## config.mk

```make
export PLATFORM = sky130hd
export DESIGN_NAME = motor_act_stream
export DESIGN_NICKNAME = d
export VERILOG_FILES = /design/src/rtl/motor_act_pkg.sv /design/src/rtl/motor_act_lane.sv /design/src/rtl/motor_act_stream.sv
export SDC_FILE = /design/constraint.sdc
export NUM_CORES = 1
export LEC_CHECK = 0
export BUFFER_PORTS_ARGS = -buffer_cell sky130_fd_sc_hd__buf_4
export CAP_MARGIN = 10
export CELL_PAD_IN_SITES_DETAIL_PLACEMENT = 0
export CELL_PAD_IN_SITES_GLOBAL_PLACEMENT = 2
export CORE_MARGIN = 10
export CORE_UTILIZATION = 26
export DETAILED_ROUTE_END_ITERATION = 7
export PLACE_DENSITY = 0.57
export SLEW_MARGIN = 20
export SYNTH_ARGS = -nofsm -noshare
export SYNTH_HDL_FRONTEND = slang
export SYNTH_HIERARCHICAL = 1
export SYNTH_SLANG_ARGS = --single-unit
export TNS_END_PERCENT = 5
```

## constraint.sdc

```tcl
create_clock -name ap_clk -period 4.45 [get_ports ap_clk]
set_input_delay 0 -clock ap_clk [delete_from_list [all_inputs] [get_ports ap_clk]]
set_output_delay 0 -clock ap_clk [all_outputs]
set_load 0.01 [all_outputs]
```

## src/rtl/motor_act_pkg.sv

```systemverilog
// Shared definitions for the activation stream: mode encodings,
// default data format and configuration reset values.
package motor_act_pkg;

    localparam int unsigned W_DEF    = 21;
    localparam int unsigned I_DEF    = 7;
    localparam int unsigned N_CH_DEF = 4;

    typedef enum logic [1:0] {
        MODE_RELU  = 2'd0,
        MODE_CLIP  = 2'd1,
        MODE_LEAKY = 2'd2,
        MODE_PASS  = 2'd3
    } act_mode_e;

    localparam act_mode_e  CFG_MODE_RST  = MODE_RELU;
    localparam logic [3:0] CFG_SHIFT_RST = 4'd0;
    // Wide all-ones pattern; users take the low W-1 bits for the cap ceiling.
    localparam logic [63:0] CFG_CAP_RST  = '1;

endpackage

```

## src/rtl/motor_act_lane.sv

```systemverilog
// One channel of the activation function. Purely combinational:
// produces the activated value and a flag when the clip ceiling bit.
module motor_act_lane
    import motor_act_pkg::*;
#(
    parameter int W = W_DEF
) (
    input  logic [W-1:0] x,
    input  act_mode_e    mode,
    input  logic [3:0]   shift,
    input  logic [W-2:0] cap,
    output logic [W-1:0] y,
    output logic         clip
);

    logic         neg;
    logic         pos;
    logic [W-1:0] shr;

    assign neg = x[W-1];
    assign pos = !neg && (x != '0);
    // Arithmetic shift floors toward minus infinity for negative inputs.
    assign shr = $unsigned($signed(x) >>> shift);

    // Select the activated value for the configured mode.
    always_comb begin
        y    = x;
        clip = 1'b0;
        case (mode)
            MODE_RELU: begin
                y = pos ? x : '0;
            end
            MODE_CLIP: begin
                if (!pos) begin
                    y = '0;
                end else if (x[W-2:0] > cap) begin
                    y    = {1'b0, cap};
                    clip = 1'b1;
                end
            end
            MODE_LEAKY: begin
                y = neg ? shr : x;
            end
            default: begin
                y = x;
            end
        endcase
    end

endmodule

```

## src/rtl/motor_act_stream.sv

```systemverilog
// Streaming activation unit: N_CH fixed-point channels per beat,
// two-stage valid/ready pipeline (compute register, output register),
// with delivered-beat and clip counters.
module motor_act_stream
    import motor_act_pkg::*;
#(
    parameter int W    = W_DEF,
    parameter int I    = I_DEF,
    parameter int N_CH = N_CH_DEF
) (
    input  logic              ap_clk,
    input  logic              ap_rst_n,
    input  logic              cfg_we,
    input  logic [1:0]        cfg_mode,
    input  logic [3:0]        cfg_shift,
    input  logic [W-2:0]      cfg_cap,
    input  logic              in_valid,
    output logic              in_ready,
    input  logic [N_CH*W-1:0] in_data,
    output logic              out_valid,
    input  logic              out_ready,
    output logic [N_CH*W-1:0] out_data,
    output logic [31:0]       beat_cnt,
    output logic [31:0]       clip_cnt,
    output logic              busy
);

    act_mode_e          mode_q;
    logic [3:0]         shift_q;
    logic [W-2:0]       cap_q;

    logic               s1_valid;
    logic [N_CH*W-1:0]  s1_data;
    logic               s2_valid;
    logic [N_CH*W-1:0]  s2_data;

    logic               s2_load;
    logic               s1_adv;
    logic               accept;

    logic [N_CH*W-1:0]  lane_y;
    logic [N_CH-1:0]    lane_clip;
    logic [31:0]        clip_num;
    logic [32:0]        clip_sum;

    assign s2_load   = !s2_valid || out_ready;
    assign s1_adv    = !s1_valid || s2_load;
    assign in_ready  = ap_rst_n && s1_adv;
    assign accept    = in_valid && in_ready;
    assign out_valid = s2_valid;
    assign out_data  = s2_data;
    assign busy      = s1_valid || s2_valid;

    // Lanes are only built for a legal fixed-point format (1 <= I <= W).
    if (I >= 1 && I <= W) begin : g_lanes
        for (genvar k = 0; k < N_CH; k++) begin : g_lane
            motor_act_lane #(
                .W (W)
            ) u_lane (
                .x     (in_data[k*W +: W]),
                .mode  (mode_q),
                .shift (shift_q),
                .cap   (cap_q),
                .y     (lane_y[k*W +: W]),
                .clip  (lane_clip[k])
            );
        end
    end else begin : g_no_lanes
        assign lane_y    = '0;
        assign lane_clip = '0;
    end

    // Number of channels clipped in the beat currently presented.
    always_comb begin
        clip_num = '0;
        for (int unsigned k = 0; k < N_CH; k++) begin
            clip_num = clip_num + {31'b0, lane_clip[k]};
        end
        clip_sum = {1'b0, clip_cnt} + {1'b0, clip_num};
    end

    // Configuration registers; a write affects beats accepted from the next cycle.
    always_ff @(posedge ap_clk or negedge ap_rst_n) begin
        if (!ap_rst_n) begin
            mode_q  <= CFG_MODE_RST;
            shift_q <= CFG_SHIFT_RST;
            cap_q   <= CFG_CAP_RST[W-2:0];
        end else if (cfg_we) begin
            mode_q  <= act_mode_e'(cfg_mode);
            shift_q <= cfg_shift;
            cap_q   <= cfg_cap;
        end
    end

    // Stage 1: capture the activated beat whenever stage 1 can advance.
    always_ff @(posedge ap_clk or negedge ap_rst_n) begin
        if (!ap_rst_n) begin
            s1_valid <= 1'b0;
            s1_data  <= '0;
        end else if (s1_adv) begin
            s1_valid <= in_valid;
            if (in_valid) begin
                s1_data <= lane_y;
            end
        end
    end

    // Stage 2: output register, held while the consumer stalls.
    always_ff @(posedge ap_clk or negedge ap_rst_n) begin
        if (!ap_rst_n) begin
            s2_valid <= 1'b0;
            s2_data  <= '0;
        end else if (s2_load) begin
            s2_valid <= s1_valid;
            if (s1_valid) begin
                s2_data <= s1_data;
            end
        end
    end

    // Saturating counters: delivered beats and clipped channels.
    always_ff @(posedge ap_clk or negedge ap_rst_n) begin
        if (!ap_rst_n) begin
            beat_cnt <= '0;
            clip_cnt <= '0;
        end else begin
            if (s2_valid && out_ready && (beat_cnt != '1)) begin
                beat_cnt <= beat_cnt + 32'd1;
            end
            if (accept) begin
                clip_cnt <= clip_sum[32] ? '1 : clip_sum[31:0];
            end
        end
    end

endmodule
```

==> flow_summary_export.csv, run 1 <==
group,metric,value,unit
power,p_int,6.37,mW
timing,maxSlewViolCount,0,
synthesis,netlist-cell-type-count,67,
synthesis,ys_ff_latch,260,
timing,period_share,103,%
detailed_routing,routed_via_density,5.32,
clocking,root_buffer,"clkbuf_16",
timing,max_slew_margin,29.4,%
power,power_density,380,mW/mm2
grt,grt-ovfl-total,0,
synthesis,synth_edf_count,0,
clocking,path_clk_slew,0.06,ns
timing,hold_viol,0,
synthesis,synth.net_count,1994,
die,die_y,291,um
clocking,clock_latency,0.55,ns
synthesis,ys.flop_type,"dfrtp_1",
synthesis,synth_top_area_share,31.5,%
die,fp.coreArea,0.0728,mm2
power,power.switching,3.21,mW
grt,grt_max_degree,124,
placed_design,place_inst,3060,
synthesis,yosysSeqAreaShare,34.2,%
grt,grt_pass1_vias,17500,
timing,max_freq,218,MHz
detailed_routing,drt_first_pass_iters,5,
worst_setup_path,rrSetupSlack,-0.13,ns
grt,grtUsageTotal,18.2,%
layout,nets,2425,
flow_run,cap_violations,0,
detailed_routing,wirelength,79500,um
placed_design,post-dp-hpwl,60000,um
power,peakVddDrop,0.203,mV
detailed_routing,drtIter0Drc,1204,
synthesis,avgSynthCellArea,10.6,um2
detailed_routing,vias,17100,
hold_path,min_path_type,"primary input to asynchronous set/reset pin",
die,initial_core_util,26.2,%
synthesis,synthTopCellsByArea,"dfrtp_1 31%, mux2_2 12%, mux4_2 12%, ha_1 5.4%, mux2i_1 4.2%",
die,pin_count,266,
layout,diodes,0,
synthesis,netlist_area,0.0191,mm2
timing,hold_slack,0.0279,ns
power,pwr-share-seq,35.2,%
timing,fin_skew,0.0258,ns
grt,grt_first_pass_wirelength,120000,um
power,swShare,33.5,%
synthesis,yosys.area.top_type,"dfrtp_1",
die,num_rows,99,
timing,timing.final.crit_period,4.58,ns
detailed_routing,wl_per_cell,24.8,um
timing,tightest_slew,1.06,ns
placed_design,globalplace.congestion,0.862,
worst_setup_path,required,4.86,ns
worst_setup_path,cp.arrival,5.00,ns
grt,antenna_found_initial,1,
synthesis,postSynth.asyncResetShare,100,%
clocking,clockBufferDepth,3,
detailed_routing,postRouteAntennaNets,0,
status,outcome,"finished, violations left",
clocking,numCtsBuffers,35,
worst_setup_path,end_kind,"flop",
die,die_area,0.0847,mm2
layout,finalNonFillerCells,3209,
power,p_leak,11.3,nW
timing,setup_viol,18,
layout,final_cell_area,0.0252,mm2
detailed_routing,drc_errors,0,
placed_design,placed_area,0.0230,mm2
synthesis,yosysWarningCount,6,
clocking,clock_sinks,260,
timing,setup_ws,-0.133,ns
worst_setup_path,start_kind,"flop",
clocking,cts_htree_levels,2,
power,clock_power_share,30.0,%
synthesis,synth_cells,1794,
status,failed_checks,"negative setup slack",
clocking,cts_tree,"built",
worst_setup_path,cp_max_fo,5,
power,power_frac_comb,34.8,%
placed_design,numPortBuffers,265,
worst_setup_path,critPathKind,"flop to flop",
timing,grt_setup_unrepaired,"true",
layout,drive_gt1_share,38.3,%
layout,syn_to_final_growth,32.0,%
die,die_w,291,um
[layer usage]
| metal | track usage [%] | wire length (um) | vias up |
|---|---|---|---|
| met5 | 0 | 0 | - |
| met4 | 3.47 | 1200 | 0 |
| met3 | 2.51 | 4090 | 66 |
| met2 | 29.8 | 38000 | 539 |
| met1 | 25.2 | 36200 | 8756 |
| li1 | - | - | 7697 |
[power groups by stage]
| stage | logic (mW) | registers (mW) | clock network (mW) |
|---|---|---|---|
| final | 3.34 | 3.37 | 2.87 |
| after global routing | 3.63 | 3.45 | 3.08 |
| after CTS | 3.36 | 3.39 | 2.98 |
| after detailed placement | 3.27 | 3.43 | 0 |
| after global placement | 3.26 | 3.41 | 0 |
| after floorplan | 1.69 | 3.35 | 0 |
[through the flow]
stage	worst slack (ns)	power (mW)	util, %	TNS (ns)
after floorplan	0.000401	5.04	-	0
final	-0.133	9.58	34.6	-0.576
after global routing	-0.262	10.2	34.6	-4.79
after global placement	-0.146	6.67	31.6	-1.62
after CTS	0.000757	9.74	34.4	0
after detailed placement	-0.228	6.70	31.6	-4.12
[state kept, by name (all words and copies together), names as in the netlist, 2 cells and up]
register	flops
beat_cnt	32
cap_q	20
out_data	84
s1_data	84
shift_q	4
mode_q	2
clip_cnt	32
[synth_stat cells, types with 8 or more instances]
cell / n
a211oi_1: 28
nand2_1: 108
a31oi_1: 23
dfstp_2: 20
o311ai_1: 8
xnor2_1: 35
mux2i_1: 80
a21oi_1: 57
a21o_1: 20
ha_1: 82
o22ai_1: 20
nor2_1: 75
mux4_2: 100
o211ai_1: 20
nor4_1: 31
and3_1: 12
nand2b_1: 22
and2_1: 13
nand3_1: 59
buf_2: 25
nor2b_1: 26
o21ai_0: 82
mux2_2: 204
a32oi_1: 12
a311o_1: 8
and4_1: 11
a22oi_1: 8
nor3_1: 29
buf_6: 8
xor2_1: 15
inv_1: 117
buf_1: 10
dfrtp_1: 240
clkbuf_1: 56
nand4_1: 40
[what timing repair did]
| action | 4_1_cts | 5_1_grt |
|---|---|---|
| setup buffers | 2 | 7 |
| setup endpoints to repair | 30 | 30 |
| gates resized for setup | 16 | 21 |
| hold buffers | 78 | 0 |
| endpoints found under the hold margin | 136 | 0 |
| pin swaps | 5 | 15 |
[cells in the final DEF, fill, tap and decap left out, types with 58 or more instances in the layout]
| cell type | synthesis | final |
|---|---|---|
| buf_4 | 4 | 409 |
| dfrtp_1 | 240 | 235 |
| dlygate4sd3_1 | 0 | 78 |
| ha_1 | 82 | 78 |
| inv_1 | 117 | 115 |
| mux2_2 | 204 | 204 |
| mux2i_1 | 80 | 80 |
| mux4_2 | 100 | 100 |
| nand2_1 | 108 | 105 |
| nand3_1 | 59 | 58 |
| nor2_1 | 75 | 70 |
| o21ai_0 | 82 | 78 |
[final timing paths]
| check | endpoint | cells past startpoint | from |
|---|---|---|---|
| max in group asynchronous | shift_q[2] | 3 | ap_rst_n |
| worst min-delay path | clip_cnt[4] | 2 | ap_rst_n |
| worst min register to register | out_data[6] | 1 | s1_data[6] |
| worst max-delay path | clip_cnt[18] | 17 | cap_q[17] |
| min in group ap_clk | s1_data[2] | 4 | in_data[2] |
| worst max register to register | clip_cnt[18] | 17 | cap_q[17] |
[area by class of cell]
class / count / area [um2]
clock buffers: 48 / 1020
clock inverters: 14 / 156
fillers: 7412 / 47600
inverters: 117 / 439
multi-input cells: 1314 / 11800
flip-flops and latches: 260 / 6550
well taps: 959 / 1200
repair buffers: 497 / 4030
[logic make-up after synthesis]
kind of cell               synth area share [%]
and+or+nand+nor                            12.7
muxes                                      28.1
adders and majority gates                  5.69
DFF                                        34.2
AOI/OAI and AO/OA                          12.2
buffers and inverters                      4.88
xor gates and xnor gates                   2.29
[critical path, cell delays in order, from the launching register on]
cell     delay (ns)
dfstp_2        0.60
inv_1          0.10
ha_1           0.32
nand4_2        0.11
or4_4          0.54
o21ai_2        0.15
a31o_1         0.19
nor2_4         0.06
fa_1           0.50
inv_1          0.06
fa_2           0.39
inv_2          0.08
fa_2           0.24
nand3_4        0.10
or3_4          0.46
nor4_4         0.29
xnor2_1        0.17
nand2_1        0.09
No activity file was read; power rests on OpenSTA's default activity.
==> inputs of run 2 (changes only) <==
==> constraint.sdc (replaced) <==
create_clock -name ap_clk -period 4.45 [get_ports ap_clk]
set_input_delay 0.6675 -clock ap_clk [delete_from_list [all_inputs] [get_ports ap_clk]]
set_output_delay 0.6675 -clock ap_clk [all_outputs]
set_load 0.01 [all_outputs]
==> run 2 against run 1 <==
Effect of this change: the run still ends with negative setup slack left; via count increased by 0.26%; combinational power is 4% higher; clock skew grew 0.0072 ns; clock power is 6% higher; setup slack better by 0.057 ns; sequential cell count stayed put; final cell count increased by 0.53%; die area is the same; register-to-register slack improved by 0.06 ns; first-iteration DRC count up 15%; critical path depth rose by 1; critical path type unchanged; largest power group is now combinational cells.
==> flow_summary_export.csv, run 2 (synthesis results as in run 1) <==
group,metric,value,unit
status,outcome,"finished, violations left",
status,failed_checks,"negative setup slack",
clocking,clockBufferDepth,3,
die,die_area,0.0847,mm2
layout,syn_to_final_growth,33.1,%
detailed_routing,vias,17100,
clocking,cts_htree_levels,2,
detailed_routing,wl_met2,38500,um
grt,grtUsageTotal,19.0,%
timing,fin_skew,0.0330,ns
grt,grt-ovfl-total,0,
clocking,numCtsBuffers,35,
placed_design,post-dp-hpwl,64000,um
worst_setup_path,crit_buf_inv,4,
clocking,root_buffer,"clkbuf_16",
timing,maxSlewViolCount,0,
die,die_w,291,um
power,power_frac_comb,35.2,%
layout,mostFrequentLayoutCells,"490 x buf_4, 235 x dfrtp_1, 203 x mux2_2, 100 x inv_1, 100 x mux4_2",
die,fp.coreArea,0.0728,mm2
grt,grt_pass1_vias,17600,
timing,setup_viol,1,
timing,max_freq,221,MHz
detailed_routing,wl_met3,5260,um
worst_setup_path,required,4.93,ns
placed_design,globalplace.congestion,0.884,
power,swShare,33.8,%
worst_setup_path,crit_chain,"inv_1, ha_4, nand4_1, or4_4, o21ai_2, a31o_4, nor2_4, fa_1, inv_2, fa_2, inv_2, fa_2, nand3_4, nor3_4, buf_6, nand4_1, or3_1, nand3_1",
timing,timing.final.crit_period,4.53,ns
placed_design,place_inst,3135,
die,pin_count,266,
worst_setup_path,crit_cells,18,
detailed_routing,drt_first_pass_iters,5,
detailed_routing,wl_per_cell,25.7,um
power,pwr-share-seq,33.9,%
worst_setup_path,cp.arrival,5.01,ns
grt,grt_first_pass_wirelength,123000,um
layout,final_cell_area,0.0254,mm2
clocking,cts_tree,"built",
worst_setup_path,critPathKind,"flop to flop",
detailed_routing,postRouteAntennaNets,0,
clocking,clock_sinks,260,
grt,grt_max_degree,127,
detailed_routing,drc_errors,0,
layout,seq_area,0.00655,mm2
flow_run,cap_violations,0,
detailed_routing,routed_via_density,5.30,
power,peakVddDrop,0.235,mV
worst_setup_path,cp_max_fo,4,
timing,period_share,102,%
layout,layout_commonest_cell,"buf_4",
placed_design,placed_area,0.0235,mm2
die,num_rows,99,
layout,finalNonFillerCells,3226,
worst_setup_path,path_delay_family,"simple AND/OR/NAND/NOR gates",
die,die_y,291,um
worst_setup_path,reg2regPathDepth,18,
layout,multi_input_area,0.0120,mm2
worst_setup_path,start_kind,"flop",
timing,setup_ws,-0.0763,ns
hold_path,min_path_type,"primary input to asynchronous set/reset pin",
layout,fillers,7434,
die,initial_core_util,26.2,%
placed_design,numPortBuffers,265,
timing,hold_viol,0,
worst_setup_path,slowest_stage,"dfstp_2",
power,clock_power_share,30.9,%
power,power.switching,3.33,mW
detailed_routing,wirelength,83000,um
layout,nets,2438,
worst_setup_path,max_stage_delay,0.66,ns
timing,grt_setup_unrepaired,"true",
detailed_routing,m1WireLength,36500,um
timing,tightest_slew,1.09,ns
power,power_density,388,mW/mm2
power,p_int,6.53,mW
detailed_routing,top_layer_used,"met5",
layout,drive_gt1_share,43.6,%
worst_setup_path,end_kind,"flop",
timing,max_slew_margin,27.4,%
power,power.total,9.87,mW
power,p_leak,11.5,nW
placed_design,post-place-ws,-0.520,ns
detailed_routing,drtIter0Drc,1385,
grt,antenna_found_initial,6,
clocking,clock_latency,0.57,ns
clocking,path_clk_slew,0.06,ns
-- run 2: changes by cell type in the layout (fill, tap and decap cells not counted), sizes merged --
cell / previous run / this run
inv: 117 / 118
clkinv: 8 / 7
dlygate4sd3: 78 / 0
diode: 0 / 2
clkinvlp: 3 / 1
bufinv: 3 / 5
clkbuf: 48 / 50
buf: 419 / 510
-- run 2: layout make-up --
| cell class | instances | area share, % |
|---|---|---|
| multi-input cells | 1314 | 47.2 |
| diodes | 2 | 0.0197 |
| inverters | 117 | 1.75 |
| well taps | 959 | 4.72 |
| clock buffers | 50 | 4.03 |
| clock inverters | 14 | 0.851 |
| flip-flops and latches | 260 | 25.7 |
| repair buffers | 510 | 15.7 |
-- run 2: metal layers --
metal	vias to the layer above	track usage, %
met1	8691	25.2
met5	-	0
li1	7722	-
met4	2	7.00
met3	115	3.92
met2	572	30.1
-- run 2: worst reg2reg max path, cell delays in order, from the launching register on --
cell	delay, ns
dfstp_2	0.66
inv_1	0.12
ha_4	0.28
nand4_1	0.10
or4_4	0.52
o21ai_2	0.21
a31o_4	0.15
nor2_4	0.05
fa_1	0.53
inv_2	0.05
fa_2	0.37
inv_2	0.07
fa_2	0.23
nand3_4	0.10
nor3_4	0.25
buf_6	0.14
nand4_1	0.15
or3_1	0.40
nand3_1	0.07
-- run 2: timing repair --
| action | in CTS | in global routing |
|---|---|---|
| resized for setup | 62 | 27 |
| cloned | 1 | 0 |
| pin swaps | 21 | 20 |
| hold buffers | 0 | 0 |
| setup buffers | 21 | 4 |
| endpoints found under the setup margin | 32 | 32 |
-- run 2: path summary, 6_finish.rpt --
| check | start | to | slack, ns |
|---|---|---|---|
| max in group asynchronous | ap_rst_n | out_data[62] | 3.03 |
| max reg2reg | cap_q[14] | clip_cnt[26] | -0.08 |
| min in group ap_clk | cfg_cap[0] | cap_q[0] | 0.33 |
| max | cap_q[14] | clip_cnt[26] | -0.08 |
| min reg2reg | s1_data[0] | out_data[0] | 0.49 |
| min | ap_rst_n | clip_cnt[23] | 0.08 |
-- run 2: per-stage QoR --
| step | hold WS [ns] | utilization, % | TNS (ns) |
|---|---|---|---|
| 2_1_floorplan | 0.372 | - | -0.0343 |
| 3_3_place_gp | 0.485 | 32.3 | -11.53 |
| 3_5_place_dp | 0.487 | 32.3 | -14.25 |
| 4_1_cts | 0.113 | 34.7 | -2.25 |
| 5_1_grt | 0.139 | 34.9 | -3.31 |
| 6_report | 0.0795 | 34.9 | -0.0763 |
-- run 2: power groups by stage --
stage          clock [mW]  sequential [mW]  combinational [mW]
3_3_place_gp            0             3.39                3.37
2_1_floorplan           0             3.35                1.69
4_1_cts              3.15             3.36                3.49
5_1_grt              3.24             3.42                3.75
3_5_place_dp            0             3.41                3.39
6_report             3.05             3.35                3.47
